==> src/rtl/ptp_egress_ts_tracker.sv <==
// Pairs MAC TX egress timestamps with queued request fingerprints and flags
// match, mismatch, timeout, overflow and unexpected-return events.
module ptp_egress_ts_tracker #(
  parameter int unsigned FP_WIDTH       = 4,
  parameter int unsigned DEPTH          = 8,
  parameter int unsigned TIMEOUT_CYCLES = 4096,
  parameter int unsigned TS_WIDTH       = 96
) (
  input  logic                    clk,
  input  logic                    reset,
  input  logic                    clear,
  input  logic                    req_valid,
  input  logic [FP_WIDTH-1:0]     req_fingerprint,
  input  logic                    ts_valid,
  input  logic [FP_WIDTH-1:0]     ts_fingerprint,
  input  logic [TS_WIDTH-1:0]     ts_data,
  output logic [$clog2(DEPTH):0]  outstanding,
  output logic                    match_pulse,
  output logic                    mismatch_pulse,
  output logic                    timeout_pulse,
  output logic [TS_WIDTH-1:0]     last_ts,
  output logic [FP_WIDTH-1:0]     last_fp,
  output logic [15:0]             req_count,
  output logic [15:0]             match_count,
  output logic [15:0]             mismatch_count,
  output logic [15:0]             timeout_count,
  output logic                    overflow,
  output logic                    unexpected
);

  localparam int unsigned AW = $clog2(DEPTH);
  localparam int unsigned CW = AW + 1;
  localparam int unsigned TW = (TIMEOUT_CYCLES > 1) ? $clog2(TIMEOUT_CYCLES) : 1;
  localparam int unsigned NW = 16;

  typedef enum logic {IDLE = 1'b0, ARMED = 1'b1} state_t;

  state_t              state_q, state_d;
  logic [TW-1:0]       timer_q, timer_d;
  logic [AW-1:0]       wr_ptr_q, wr_ptr_d;
  logic [AW-1:0]       rd_ptr_q, rd_ptr_d;
  logic [FP_WIDTH-1:0] fifo_mem [DEPTH];

  logic [CW-1:0]       outstanding_d;
  logic                match_d, mismatch_d, timeout_d;
  logic [TS_WIDTH-1:0] last_ts_d;
  logic [FP_WIDTH-1:0] last_fp_d;
  logic [NW-1:0]       req_count_d, match_count_d, mismatch_count_d, timeout_count_d;
  logic                overflow_d, unexpected_d;

  logic                armed, ret, tmo, pop, full, push_ok, hit;
  logic [FP_WIDTH-1:0] head_fp;

  function automatic logic [NW-1:0] sat_inc(input logic [NW-1:0] v);
    return (v == {NW{1'b1}}) ? v : v + NW'(1);
  endfunction

  // A return beats a timeout; a pop in the same cycle frees a slot for a push.
  assign armed   = (state_q == ARMED);
  assign head_fp = fifo_mem[rd_ptr_q];
  assign ret     = armed && ts_valid;
  assign tmo     = armed && !ts_valid && (timer_q == TW'(TIMEOUT_CYCLES - 1));
  assign pop     = ret || tmo;
  assign full    = (outstanding == CW'(DEPTH));
  assign push_ok = req_valid && (!full || pop);
  assign hit     = ret && (ts_fingerprint == head_fp);

  always_comb begin
    state_d          = state_q;
    timer_d          = timer_q;
    wr_ptr_d         = wr_ptr_q;
    rd_ptr_d         = rd_ptr_q;
    outstanding_d    = outstanding;
    match_d          = 1'b0;
    mismatch_d       = 1'b0;
    timeout_d        = 1'b0;
    last_ts_d        = last_ts;
    last_fp_d        = last_fp;
    req_count_d      = req_count;
    match_count_d    = match_count;
    mismatch_count_d = mismatch_count;
    timeout_count_d  = timeout_count;
    overflow_d       = overflow;
    unexpected_d     = unexpected;

    case (state_q)
      IDLE: begin
        timer_d = '0;
        if (push_ok) state_d = ARMED;
      end
      ARMED: begin
        timer_d = pop ? '0 : timer_q + TW'(1);
        if (pop && (outstanding == CW'(1)) && !push_ok) state_d = IDLE;
      end
      default: state_d = IDLE;
    endcase

    if (push_ok) wr_ptr_d = wr_ptr_q + AW'(1);
    if (pop)     rd_ptr_d = rd_ptr_q + AW'(1);
    if (push_ok && !pop)      outstanding_d = outstanding + CW'(1);
    else if (pop && !push_ok) outstanding_d = outstanding - CW'(1);

    if (hit) begin
      match_d       = 1'b1;
      match_count_d = sat_inc(match_count);
      last_ts_d     = ts_data;
      last_fp_d     = ts_fingerprint;
    end else if (ret) begin
      mismatch_d       = 1'b1;
      mismatch_count_d = sat_inc(mismatch_count);
    end else if (tmo) begin
      timeout_d       = 1'b1;
      timeout_count_d = sat_inc(timeout_count);
    end

    if (req_valid) req_count_d = sat_inc(req_count);
    if (req_valid && !push_ok) overflow_d = 1'b1;
    if (ts_valid && !armed) unexpected_d = 1'b1;

    // Clear wins over any event in the same cycle.
    if (clear) begin
      req_count_d      = '0;
      match_count_d    = '0;
      mismatch_count_d = '0;
      timeout_count_d  = '0;
      overflow_d       = 1'b0;
      unexpected_d     = 1'b0;
    end
  end

  always_ff @(posedge clk or posedge reset) begin
    if (reset) begin
      state_q        <= IDLE;
      timer_q        <= '0;
      wr_ptr_q       <= '0;
      rd_ptr_q       <= '0;
      outstanding    <= '0;
      match_pulse    <= 1'b0;
      mismatch_pulse <= 1'b0;
      timeout_pulse  <= 1'b0;
      last_ts        <= '0;
      last_fp        <= '0;
      req_count      <= '0;
      match_count    <= '0;
      mismatch_count <= '0;
      timeout_count  <= '0;
      overflow       <= 1'b0;
      unexpected     <= 1'b0;
    end else begin
      state_q        <= state_d;
      timer_q        <= timer_d;
      wr_ptr_q       <= wr_ptr_d;
      rd_ptr_q       <= rd_ptr_d;
      outstanding    <= outstanding_d;
      match_pulse    <= match_d;
      mismatch_pulse <= mismatch_d;
      timeout_pulse  <= timeout_d;
      last_ts        <= last_ts_d;
      last_fp        <= last_fp_d;
      req_count      <= req_count_d;
      match_count    <= match_count_d;
      mismatch_count <= mismatch_count_d;
      timeout_count  <= timeout_count_d;
      overflow       <= overflow_d;
      unexpected     <= unexpected_d;
    end
  end

  // Fingerprint storage; contents are don't-care until written.
  always_ff @(posedge clk) begin
    if (push_ok) fifo_mem[wr_ptr_q] <= req_fingerprint;
  end

endmodule

==> config.mk <==
export PLATFORM = sky130hd
export DESIGN_NAME = ptp_egress_ts_tracker
export DESIGN_NICKNAME = d
export VERILOG_FILES = /design/src/rtl/ptp_egress_ts_tracker.sv
export SDC_FILE = /design/constraint.sdc
export NUM_CORES = 1
export LEC_CHECK = 0
export CAP_MARGIN = 20
export CORE_UTILIZATION = 45
export CTS_BUF_LIST = sky130_fd_sc_hd__clkbuf_8
export CTS_CLUSTER_DIAMETER = 50
export DETAILED_ROUTE_END_ITERATION = 16
export PLACE_DENSITY = 0.8
export SYNTH_ARGS = -nofsm -noshare
export SYNTH_HDL_FRONTEND = slang
export SYNTH_SLANG_ARGS = --single-unit
==> constraint.sdc <==
create_clock -name clk -period 7 [get_ports clk]
set_input_delay 1.75 -clock clk [delete_from_list [all_inputs] [get_ports clk]]
set_output_delay 1.75 -clock clk [all_outputs]
set_load 0.01 [all_outputs]
-- Word-level counts from Yosys, hierarchy flattened
Memory sizes are Yosys's and may differ from the RTL's.
Cells that the tools add are included.
Widths: inputs -> output; s select.
- bits in registers: 192
- bits in writable memories: 32
- bits of input ports: 109
- output and inout port bits: 173
- word-level logic and storage cells: 103
- memories kept: 1
- add/sub/neg operators: 9
- equal/unequal tests: 14
- multiplexer cells: 33
- bitwise gates (word level): 1
- reduce and logical (&&, ||, !) cells: 29
- memories (name ; depth ; width ; read ports ; clocked after Yosys merged registers in ; write ports ; line ; RTL):
    fifo_mem ; 8 ; 4 ; 1 ; 0 ; 1 ; 42 ; logic [FP_WIDTH-1:0] fifo_mem [DEPTH];
- operators with widths (operator ; number):
    $mux 16 ; 15
    $add 16x1->16 const B ; 4
    $eq 16x16->1 const B ; 4
    $pmux 12 s2 ; 1
    $reduce_bool 2->1 ; 7
    $mux 1 ; 13
    $add 12x1->12 const B ; 1
    $eq 12x12->1 const B ; 1
    $mux 12 ; 1
    $ne 2x2->1 const B ; 6
    $logic_and 1x1->1 ; 11
    $mux 4 ; 2
    $add 3x1->3 const B ; 2
    $logic_not 1->1 ; 5
    $add 4x1->4 const B ; 1
    $eq 4x1->1 const B ; 1
    $eq 4x4->1 ; 1
    $eq 4x4->1 const B ; 1
    $reduce_and 2->1 ; 2
    $reduce_and 4->1 ; 1
    $sub 4x1->4 const B ; 1
    $reduce_and 3->1 ; 1
    $logic_or 1x1->1 ; 2
    $pmux 1 s2 ; 1
    $not 1->1 ; 1

-- Longest topological paths before layout
Gate-level depths: netlist (run 1).
- word-level depth: 10
- depth in mapped cells: 11

-- Least setup slack after synthesis (run 1)
No wires, ideal clock.
- path type: in2reg
- start point: in ts_valid
- end point: reg outstanding[3]
- library setup time: 79 ps
- arrival time: 3586 ps
- required time: 6921 ps
- slack: 3334 ps
- stages: 9
- buffers on the path: 0
- cell sequence: nand3b_1 > or4_1 > nand2_1 > o21ai_1 > inv_1 > ha_1 > or4_1 > a21oi_1 > xor2_1
- cells in the longest elaborated chain, start to end: 9
- ends and longest elaborated chain (element ; line ; RTL):
    from (decl) ; 14 ; input logic ts_valid,
    $logic_not 1->1 ; 62 ; assign tmo = armed && !ts_valid && (timer_q == TW'(TIMEOUT_CYCLES - 1));
    $logic_and 1x1->1 (2 in a row) ; 62 ;
    $logic_or 1x1->1 * ; 63 ; assign pop = ret || tmo;
    $logic_or 1x1->1 * ; 65 ; assign push_ok = req_valid && (!full || pop);
    $logic_and 1x1->1 * ; 65 ;
    named net push_ok ; 51 ; logic armed, ret, tmo, pop, full, push_ok, hit;
    $logic_not 1->1 ; 101 ; else if (pop && !push_ok) outstanding_d = outstanding - CW'(1);
    $logic_and 1x1->1 ; 101 ;
    $reduce_bool 2->1 (no line) ; n/a ;
    to (signal assigned) ; 154 ; outstanding <= outstanding_d;
    to (decl) ; 17 ; output logic [$clog2(DEPTH):0] outstanding,
The timed path passes the listed nets; every way through them passes the cells marked *.
A chain may end at the register's enable or synchronous reset.

-- Worst setup path after layout (run 1)
- start point: in ts_fingerprint[2]
- end point: reg last_ts[37]
- cells in the longest elaborated chain, start to end: 2
- ends and longest elaborated chain (element ; line ; RTL):
    from (decl) ; 15 ; input logic [FP_WIDTH-1:0] ts_fingerprint,
    $eq 4x4->1 ; 66 ; assign hit = ret && (ts_fingerprint == head_fp);
    $logic_and 1x1->1 ; 66 ;
    to (signal assigned) ; 158 ; last_ts <= last_ts_d;
    to (decl) ; 21 ; output logic [TS_WIDTH-1:0] last_ts,
Every way passes these cells.

==> impl_metrics.prom, run 1 <==
# TYPE chip_impl_metric gauge
chip_impl_metric{name="place_hpwl",unit="microns"} 17500
chip_impl_metric{name="worstPathMaxFanout",unit=""} 29
chip_impl_metric{name="post_synth_num_cell_types",unit=""} 42
chip_impl_info{name="tritoncts",value="yes"} 1
chip_impl_metric{name="n_antenna_cell",unit=""} 0
chip_impl_metric{name="postSynthNetCount",unit=""} 902
chip_impl_info{name="timing.critical_path.cells",value="clkdlybuf4s50_1 -> xor2_1 -> nand4_1 -> nor2_4 -> buf_4 -> mux2_2"} 1
chip_impl_metric{name="cell_internal_pwr",unit="W"} 0.00333
chip_impl_metric{name="gp_congestion",unit=""} 0.773
chip_impl_metric{name="rows",unit=""} 53
chip_impl_metric{name="crit_required",unit="ns"} 7.39
chip_impl_metric{name="layout_area_overhead",unit="%"} 39.5
chip_impl_info{name="run_status",value="finished, final reports clean"} 1
chip_impl_metric{name="yosys_register_bits",unit=""} 224
chip_impl_metric{name="placement.cell_area",unit="sq um"} 12800
chip_impl_metric{name="finish.utilization",unit=""} 0.644
chip_impl_metric{name="chipWidth",unit="microns"} 149
chip_impl_metric{name="achievable-frequency",unit="GHz"} 0.219
chip_impl_metric{name="netSwitchingPower",unit="W"} 0.00140
chip_impl_metric{name="final-instance-count-excl-fill",unit=""} 1376
chip_impl_info{name="cpLargestDelayFamily",value="simple AND/OR/NAND/NOR gates"} 1
chip_impl_info{name="cts-root-buf",value="sky130_fd_sc_hd__clkbuf_8"} 1
chip_impl_metric{name="final_clock_period_utilization_by_the_worst_path",unit=""} 0.653
chip_impl_metric{name="dieArea",unit="sq um"} 22300
chip_impl_metric{name="met3WireLength",unit="microns"} 1530
chip_impl_info{name="ys.flop_type",value="sky130_fd_sc_hd__dfrtp_1"} 1
chip_impl_metric{name="power_frac_comb",unit=""} 0.339
chip_impl_metric{name="detail_route.vias_per_cell",unit=""} 5.17
chip_impl_metric{name="setup_violations",unit=""} 0
chip_impl_info{name="grt_setup_unrepaired",value="false"} 1
chip_impl_metric{name="first_iter_violations",unit=""} 274
chip_impl_metric{name="finalMaxSlewViolations",unit=""} 0
chip_impl_metric{name="final-hold-violation-count",unit=""} 0
chip_impl_metric{name="post-cts-setup-buffers",unit=""} 0
chip_impl_metric{name="drcViolationCount",unit=""} 0
chip_impl_metric{name="power",unit="W"} 0.00472
chip_impl_metric{name="place.port_buffers",unit=""} 281
chip_impl_info{name="endpoint_kind",value="flop"} 1
chip_impl_metric{name="postSynth.asyncResetShare",unit=""} 0.857
chip_impl_metric{name="p_clk_frac",unit=""} 0.253
chip_impl_metric{name="ys_seq_area_frac",unit=""} 0.590
chip_impl_metric{name="post_cts.resized_instances",unit=""} 0
chip_impl_metric{name="post-place-cells",unit=""} 1307
chip_impl_metric{name="power.ir.vdd_worst",unit="uV"} 244
chip_impl_info{name="critical_path_class",value="in2reg"} 1
chip_impl_metric{name="leakage",unit="nW"} 5.63
chip_impl_metric{name="layout-drive-gt1-share",unit=""} 0.155
chip_impl_metric{name="remaining_overflow_grt",unit=""} 0
chip_impl_metric{name="synth-warning-count",unit=""} 0
chip_impl_metric{name="period_minus_slack",unit="ns"} 4.57
chip_impl_metric{name="grt_pass1_vias",unit=""} 7048
chip_impl_metric{name="cts-hold-fix-buffers",unit=""} 0
chip_impl_metric{name="max-cap-violations",unit=""} 0
chip_impl_metric{name="antenna_left",unit=""} 0
chip_impl_metric{name="syn-mean-instance-area",unit="sq um"} 12.5
chip_impl_info{name="slowest_cell_on_crit_path",value="sky130_fd_sc_hd__nor2_4"} 1
chip_impl_metric{name="clock_tree.buffer_depth",unit=""} 3
chip_impl_metric{name="dieHeight",unit="microns"} 149
chip_impl_metric{name="clk_latency",unit="ns"} 0.52
chip_impl_metric{name="clock_sink_count",unit=""} 224
chip_impl_metric{name="initial_utilization",unit=""} 0.462
chip_impl_metric{name="synth_edf_count",unit=""} 32
chip_impl_metric{name="swShare",unit=""} 0.296
chip_impl_metric{name="wirelength",unit="microns"} 24400
chip_impl_metric{name="cts_max_level",unit=""} 2
chip_impl_metric{name="pin_count_of_the_biggest_net_entering_global_routing",unit=""} 151
chip_impl_metric{name="power.sequential.fraction",unit=""} 0.408
chip_impl_metric{name="powerDensity",unit="nW/um^2"} 347
chip_impl_metric{name="synth_cells",unit=""} 781
chip_impl_metric{name="synthesis.area",unit="sq um"} 9770
chip_impl_metric{name="cts_made_buffers",unit=""} 39
chip_impl_metric{name="drt_pass1_iterations",unit=""} 4
chip_impl_info{name="highest_metal_layer_with_signal_wires",value="met4"} 1
chip_impl_metric{name="maxSlewHeadroom",unit=""} 0.383
chip_impl_metric{name="number_of_antenna_violations_at_the_first_check_in_global_routing",unit=""} 0
chip_impl_metric{name="global_route.usage.total",unit=""} 0.220
chip_impl_metric{name="global_route_wire_length_before_repair",unit="microns"} 38000
chip_impl_metric{name="timing_worst_slew_pin_value",unit="ns"} 0.923
chip_impl_metric{name="fin_skew",unit="ns"} 0.0179
chip_impl_metric{name="detailroute.via_count",unit=""} 7111
chip_impl_metric{name="critical_path.n_buffers_inverters",unit=""} 2
chip_impl_metric{name="met2_wire_length",unit="microns"} 12600
chip_impl_metric{name="clkTransAtPathRegs",unit="ns"} 0.06
chip_impl_metric{name="wire_length_on_met1",unit="microns"} 9590
chip_impl_metric{name="route.detailed.wl_per_inst",unit="microns"} 17.7
chip_impl_metric{name="setup-tns-final",unit="ns"} 0
chip_impl_metric{name="design.portCount",unit=""} 282
chip_impl_metric{name="crit_arrival",unit="ns"} 4.96
chip_impl_metric{name="final_area",unit="sq um"} 13600
chip_impl_metric{name="biggest_cell_delay_along_the_critical_path",unit="ns"} 0.99
chip_impl_info{name="kind_of_start_point_of_the_critical_path",value="input port"} 1
chip_impl_metric{name="placeableCoreArea",unit="sq um"} 21200
chip_impl_metric{name="final_nets",unit=""} 1195
chip_impl_info{name="worstHoldPathType",value="reg2reg"} 1
==> synthesized netlist by cell type, types with 9 or more instances <==
| cell type | number | area share |
|---|---|---|
| sky130_fd_sc_hd__or4_1 | 13 | 0.010 |
| sky130_fd_sc_hd__ha_1 | 12 | 0.015 |
| sky130_fd_sc_hd__dfrtp_1 | 192 | 0.49 |
| sky130_fd_sc_hd__clkbuf_1 | 16 | 0.0061 |
| sky130_fd_sc_hd__inv_1 | 18 | 0.0069 |
| sky130_fd_sc_hd__mux2_2 | 103 | 0.12 |
| sky130_fd_sc_hd__xor2_1 | 29 | 0.026 |
| sky130_fd_sc_hd__nand2_1 | 48 | 0.018 |
| sky130_fd_sc_hd__a21oi_1 | 21 | 0.011 |
| sky130_fd_sc_hd__mux2i_1 | 21 | 0.022 |
| sky130_fd_sc_hd__nor3_1 | 20 | 0.010 |
| sky130_fd_sc_hd__mux2_1 | 10 | 0.012 |
| sky130_fd_sc_hd__or3_1 | 9 | 0.0058 |
| sky130_fd_sc_hd__buf_2 | 14 | 0.0072 |
| sky130_fd_sc_hd__xnor2_1 | 21 | 0.019 |
| sky130_fd_sc_hd__and3_1 | 12 | 0.0077 |
| sky130_fd_sc_hd__nand4_1 | 23 | 0.015 |
| sky130_fd_sc_hd__nor2b_1 | 13 | 0.0083 |
| sky130_fd_sc_hd__o31ai_1 | 11 | 0.0085 |
| sky130_fd_sc_hd__nand3_1 | 19 | 0.0097 |
| sky130_fd_sc_hd__nor2_1 | 70 | 0.027 |
| sky130_fd_sc_hd__edfxtp_1 | 32 | 0.098 |
==> cell usage in the layout, fill, tap and decap left out, types with 3 or more instances in the layout <==
cell,synthesis,final
sky130_fd_sc_hd__or4_1,13,13
sky130_fd_sc_hd__mux2i_1,21,21
sky130_fd_sc_hd__mux2_1,10,10
sky130_fd_sc_hd__clkinv_1,0,4
sky130_fd_sc_hd__nor2b_1,13,13
sky130_fd_sc_hd__nand4_1,23,23
sky130_fd_sc_hd__clkdlybuf4s50_1,0,280
sky130_fd_sc_hd__dfrtp_1,192,192
sky130_fd_sc_hd__and3_1,12,12
sky130_fd_sc_hd__inv_1,18,27
sky130_fd_sc_hd__edfxtp_1,32,32
sky130_fd_sc_hd__mux2_2,103,103
sky130_fd_sc_hd__o21ai_0,8,8
sky130_fd_sc_hd__xnor2_1,21,21
sky130_fd_sc_hd__a21oi_1,21,21
sky130_fd_sc_hd__mux4_2,4,4
sky130_fd_sc_hd__ha_1,12,12
sky130_fd_sc_hd__or3_1,9,9
sky130_fd_sc_hd__nand2_1,48,48
sky130_fd_sc_hd__nand2b_1,8,8
sky130_fd_sc_hd__nor4_1,6,6
sky130_fd_sc_hd__and4_1,5,5
sky130_fd_sc_hd__buf_4,1,4
sky130_fd_sc_hd__clkbuf_8,0,51
sky130_fd_sc_hd__xor2_1,29,29
sky130_fd_sc_hd__nand3_1,19,19
sky130_fd_sc_hd__nor3_1,20,20
sky130_fd_sc_hd__a211oi_1,3,3
sky130_fd_sc_hd__o31ai_1,11,11
sky130_fd_sc_hd__nor2_1,70,69
==> area by class of cell <==
type | instances | area [sq um]
fillers | 1616 | 7530
clock inverters | 17 | 92.6
well taps | 275 | 344
multi-input cells | 504 | 3760
inverters | 18 | 75.1
flip-flops and latches | 224 | 5770
clock buffers | 51 | 702
repair buffers | 287 | 2890
==> stage by stage <==
stage	hold slack (ns)	worst slack [ns]
final	0.493	2.43
after global routing	0.516	2.21
after CTS	0.491	2.42
after detailed placement	0.482	1.85
after global placement	0.467	1.89
after floorplan	0.454	0.0228
==> flip-flops by register name, summed over array words and instances (netlist names), 3 cells and up <==
register and cells:
match_count 16, req_count 16, last_ts 96, mismatch_count 16, rd_ptr_q 3, timer_q 12, fifo_mem 32, outstanding 4
timeout_count 16, last_fp 4, wr_ptr_q 3
==> power by group through the flow <==
stage	Clock (W)	Sequential, W	Combinational (W)
global route	0.00129	0.00198	0.00172
detailed placement	0	0.00195	0.00162
CTS	0.00123	0.00193	0.00162
finish	0.00120	0.00193	0.00160
global placement	0	0.00193	0.00158
floorplan	0	0.00203	0.000683
==> per-layer routing <==
metal | global-route usage | vias to the layer above
met1 | 0.263 | 3474
met3 | 0.0508 | 55
met4 | 0.0857 | 0
li1 | - | 3364
met5 | 0 | -
met2 | 0.383 | 218
==> cells by family (layout without fill, tap and decap cells) <==
kind of cell             after synthesis  in the layout  share of synthesized area
AND/OR/NAND/NOR                      255            255                      0.133
adder cells (fa/ha/maj)               12             12                     0.0154
AO/OA/AOI/OAI                         49             49                     0.0302
XOR/XNOR                              50             50                     0.0448
flip-flops                           224            224                      0.590
buffers and inverters                 53            373                     0.0257
multiplexers                         138            138                      0.161
==> worst paths after layout <==
check                                    to              start  slack, ns  cells after the start
worst max-delay path            last_ts[37]  ts_fingerprint[2]       2.43                      6
worst min-delay path            last_ts[35]        last_ts[35]       0.49                      1
worst max register to register  last_ts[37]        rd_ptr_q[0]       2.54                      7
worst min register to register  last_ts[35]        last_ts[35]       0.49                      1
max in group asynchronous       last_ts[78]              reset       3.94                      4
min in group asynchronous        last_ts[8]              reset       1.65                      2
(Power assumes the default switching activity.)
==> run 2: changes to the inputs <==
--- a/config.mk
+++ b/config.mk
@@ -6,11 +6,11 @@
 export NUM_CORES = 1
 export LEC_CHECK = 0
 export CAP_MARGIN = 20
-export CORE_UTILIZATION = 45
+export CORE_UTILIZATION = 49
 export CTS_BUF_LIST = sky130_fd_sc_hd__clkbuf_8
 export CTS_CLUSTER_DIAMETER = 50
 export DETAILED_ROUTE_END_ITERATION = 16
-export PLACE_DENSITY = 0.8
+export PLACE_DENSITY = 0.83
 export SYNTH_ARGS = -nofsm -noshare
 export SYNTH_HDL_FRONTEND = slang
 export SYNTH_SLANG_ARGS = --single-unit
==> constraint.sdc (replaced) <==
create_clock -name clk -period 4.45 [get_ports clk]
set_input_delay 1.1125 -clock clk [delete_from_list [all_inputs] [get_ports clk]]
set_output_delay 1.1125 -clock clk [all_outputs]
set_load 0.01 [all_outputs]
==> impl_metrics.prom, run 2 (synthesis results as in run 1) <==
# TYPE chip_impl_metric gauge
chip_impl_metric{name="biggest_cell_delay_along_the_critical_path",unit="ns"} 0.55
chip_impl_info{name="cts-root-buf",value="sky130_fd_sc_hd__clkbuf_8"} 1
chip_impl_metric{name="reg2reg_setup_slack",unit="ns"} 1.03
chip_impl_info{name="cpLargestDelayFamily",value="simple AND/OR/NAND/NOR gates"} 1
chip_impl_metric{name="crit_arrival",unit="ns"} 3.85
chip_impl_metric{name="drcViolationCount",unit=""} 0
chip_impl_metric{name="final_clock_period_utilization_by_the_worst_path",unit=""} 0.770
chip_impl_info{name="critical_path.most_common_cell",value="sky130_fd_sc_hd__or4_1"} 1
chip_impl_metric{name="maxSlewHeadroom",unit=""} 0.330
chip_impl_metric{name="chipWidth",unit="microns"} 143
chip_impl_metric{name="clk_latency",unit="ns"} 0.51
chip_impl_metric{name="rows",unit=""} 51
chip_impl_metric{name="fin_skew",unit="ns"} 0.0217
chip_impl_info{name="regMostFlops",value="last_ts"} 1
chip_impl_metric{name="remaining_overflow_grt",unit=""} 0
chip_impl_metric{name="placement.setup.worst_slack",unit="ns"} 0.504
chip_impl_metric{name="cts-hold-fix-buffers",unit=""} 0
chip_impl_info{name="biggestRegsByFlops",value="last_ts x96, fifo_mem x32"} 1
chip_impl_metric{name="final_nets",unit=""} 1194
chip_impl_metric{name="first_iter_violations",unit=""} 318
chip_impl_metric{name="design.portCount",unit=""} 282
chip_impl_metric{name="global_route_wire_length_before_repair",unit="microns"} 37400
chip_impl_metric{name="gp_congestion",unit=""} 0.797
chip_impl_metric{name="post_cts.resized_instances",unit=""} 0
chip_impl_metric{name="critical_path.n_buffers_inverters",unit=""} 2
chip_impl_info{name="critical_path_class",value="in2reg"} 1
chip_impl_info{name="grt_setup_unrepaired",value="false"} 1
chip_impl_metric{name="largest_register_ff_count",unit=""} 96
chip_impl_metric{name="cts_made_buffers",unit=""} 37
chip_impl_metric{name="clock_tree.buffer_depth",unit=""} 3
chip_impl_info{name="run_status",value="finished, final reports clean"} 1
chip_impl_metric{name="place_hpwl",unit="microns"} 17900
chip_impl_metric{name="whs",unit="ns"} 0.485
chip_impl_info{name="worstHoldPathType",value="reg2reg"} 1
chip_impl_metric{name="place.port_buffers",unit=""} 281
chip_impl_metric{name="route.detailed.wl_per_inst",unit="microns"} 18.0
chip_impl_metric{name="number_of_antenna_violations_at_the_first_check_in_global_routing",unit=""} 3
chip_impl_metric{name="final-hold-violation-count",unit=""} 0
chip_impl_metric{name="global_route.usage.total",unit=""} 0.238
chip_impl_metric{name="achievable-frequency",unit="GHz"} 0.292
chip_impl_metric{name="setup-tns-final",unit="ns"} 0
chip_impl_info{name="timing.critical_path.cells",value="clkdlybuf4s50_1 -> nand3b_1 -> or4_1 -> nand2_1 -> o21ai_1 -> inv_1 -> ha_1 -> or4_1 -> a21oi_1 -> xor2_1"} 1
chip_impl_info{name="slowest_cell_on_crit_path",value="sky130_fd_sc_hd__o21ai_1"} 1
chip_impl_metric{name="setup_violations",unit=""} 0
chip_impl_metric{name="final_area",unit="sq um"} 13500
chip_impl_metric{name="power.ir.vdd_worst",unit="uV"} 373
chip_impl_metric{name="timing.final.ws_setup",unit="ns"} 1.02
chip_impl_metric{name="dieArea",unit="sq um"} 20500
chip_impl_metric{name="worstPathMaxFanout",unit=""} 8
chip_impl_metric{name="clkTransAtPathRegs",unit="ns"} 0.06
chip_impl_metric{name="final-instance-count-excl-fill",unit=""} 1364
chip_impl_info{name="layout.cells.most_common",value="sky130_fd_sc_hd__clkdlybuf4s50_1"} 1
chip_impl_metric{name="max-cap-violations",unit=""} 0
chip_impl_metric{name="post-cts-setup-buffers",unit=""} 0
chip_impl_info{name="tritoncts",value="yes"} 1
chip_impl_info{name="final_cell_mix",value="280 x sky130_fd_sc_hd__clkdlybuf4s50_1, 192 x sky130_fd_sc_hd__dfrtp_1, 103 x sky130_fd_sc_hd__mux2_2, 69 x sky130_fd_sc_hd__nor2_1, 48 x sky130_fd_sc_hd__nand2_1"} 1
chip_impl_metric{name="dieHeight",unit="microns"} 143
chip_impl_metric{name="layout-drive-gt1-share",unit=""} 0.149
chip_impl_metric{name="drt_pass1_iterations",unit=""} 5
chip_impl_info{name="endpoint_kind",value="flop"} 1
chip_impl_metric{name="wirelength",unit="microns"} 24600
chip_impl_metric{name="clock_sink_count",unit=""} 224
chip_impl_metric{name="leakage",unit="nW"} 5.58
chip_impl_metric{name="fillCellCount",unit=""} 1425
chip_impl_metric{name="pin_count_of_the_biggest_net_entering_global_routing",unit=""} 193
chip_impl_metric{name="layout_area_overhead",unit="%"} 38.2
chip_impl_metric{name="placeableCoreArea",unit="sq um"} 19500
chip_impl_metric{name="timing_worst_slew_pin_value",unit="ns"} 1.00
chip_impl_metric{name="antenna_left",unit=""} 0
chip_impl_metric{name="initial_utilization",unit=""} 0.500
chip_impl_metric{name="powerDensity",unit="nW/um^2"} 532
chip_impl_metric{name="finalMaxSlewViolations",unit=""} 0
chip_impl_metric{name="detailroute.via_count",unit=""} 7147
chip_impl_metric{name="detail_route.vias_per_cell",unit=""} 5.24
chip_impl_metric{name="crit_required",unit="ns"} 4.87
chip_impl_metric{name="cts_max_level",unit=""} 2
chip_impl_info{name="kind_of_start_point_of_the_critical_path",value="input port"} 1
chip_impl_metric{name="grt_pass1_vias",unit=""} 7076
chip_impl_metric{name="placement.cell_area",unit="sq um"} 12800
chip_impl_metric{name="period_minus_slack",unit="ns"} 3.43
chip_impl_metric{name="post-place-cells",unit=""} 1299
run 2: per-stage QoR:
step	power, W	util
3_5_place_dp	0.00564	0.657
2_1_floorplan	0.00426	-
3_3_place_gp	0.00553	0.657
5_1_grt	0.00759	0.692
4_1_cts	0.00728	0.691
6_report	0.00719	0.692
run 2: cell type report:
| cell class | instances | area, sq um | share of cell area |
|---|---|---|---|
| clock buffers | 42 | 578 | 0.0428 |
| repair buffers | 288 | 2910 | 0.216 |
| diodes | 4 | 10.0 | 0.000741 |
| well taps | 265 | 332 | 0.0246 |
| inverters | 18 | 71.3 | 0.00528 |
| clock inverters | 19 | 78.8 | 0.00584 |
| flip-flops and latches | 224 | 5770 | 0.427 |
| multi-input cells | 504 | 3760 | 0.278 |
run 2: worst paths after layout:
| check | cells past startpoint | endpoint | startpoint |
|---|---|---|---|
| max in group asynchronous | 3 | timer_q[10] | reset |
| worst max-delay path | 10 | outstanding[3] | ts_valid |
| worst min register to register | 1 | timer_q[0] | timer_q[0] |
| worst min-delay path | 1 | timer_q[0] | timer_q[0] |
| worst max register to register | 7 | last_ts[21] | rd_ptr_q[0] |
| min in group asynchronous | 3 | last_ts[11] | reset |
run 2: worst reg2reg max path, delay by kind of cell, from the launching register on:
family | cells | cell delay, ns
multiplexers | 3 | 1.08
flip-flops | 1 | 0.88
AND/OR/NAND/NOR | 2 | 0.80
buffers and inverters | 1 | 0.34
XOR/XNOR | 1 | 0.22
run 2: metal layers:
layer / global-route usage / share of wire
met1: 0.264 / 0.37
met2: 0.422 / 0.53
met3: 0.0677 / 0.072
met4: 0.106 / 0.026
met5: 0 / 0
run 2: report_power, final:
part	total, W	switching, W	internal [W]
sequential	0.00302	0.000382	0.00264
clock	0.00162	0.000768	0.000856
combinational	0.00254	0.00101	0.00153
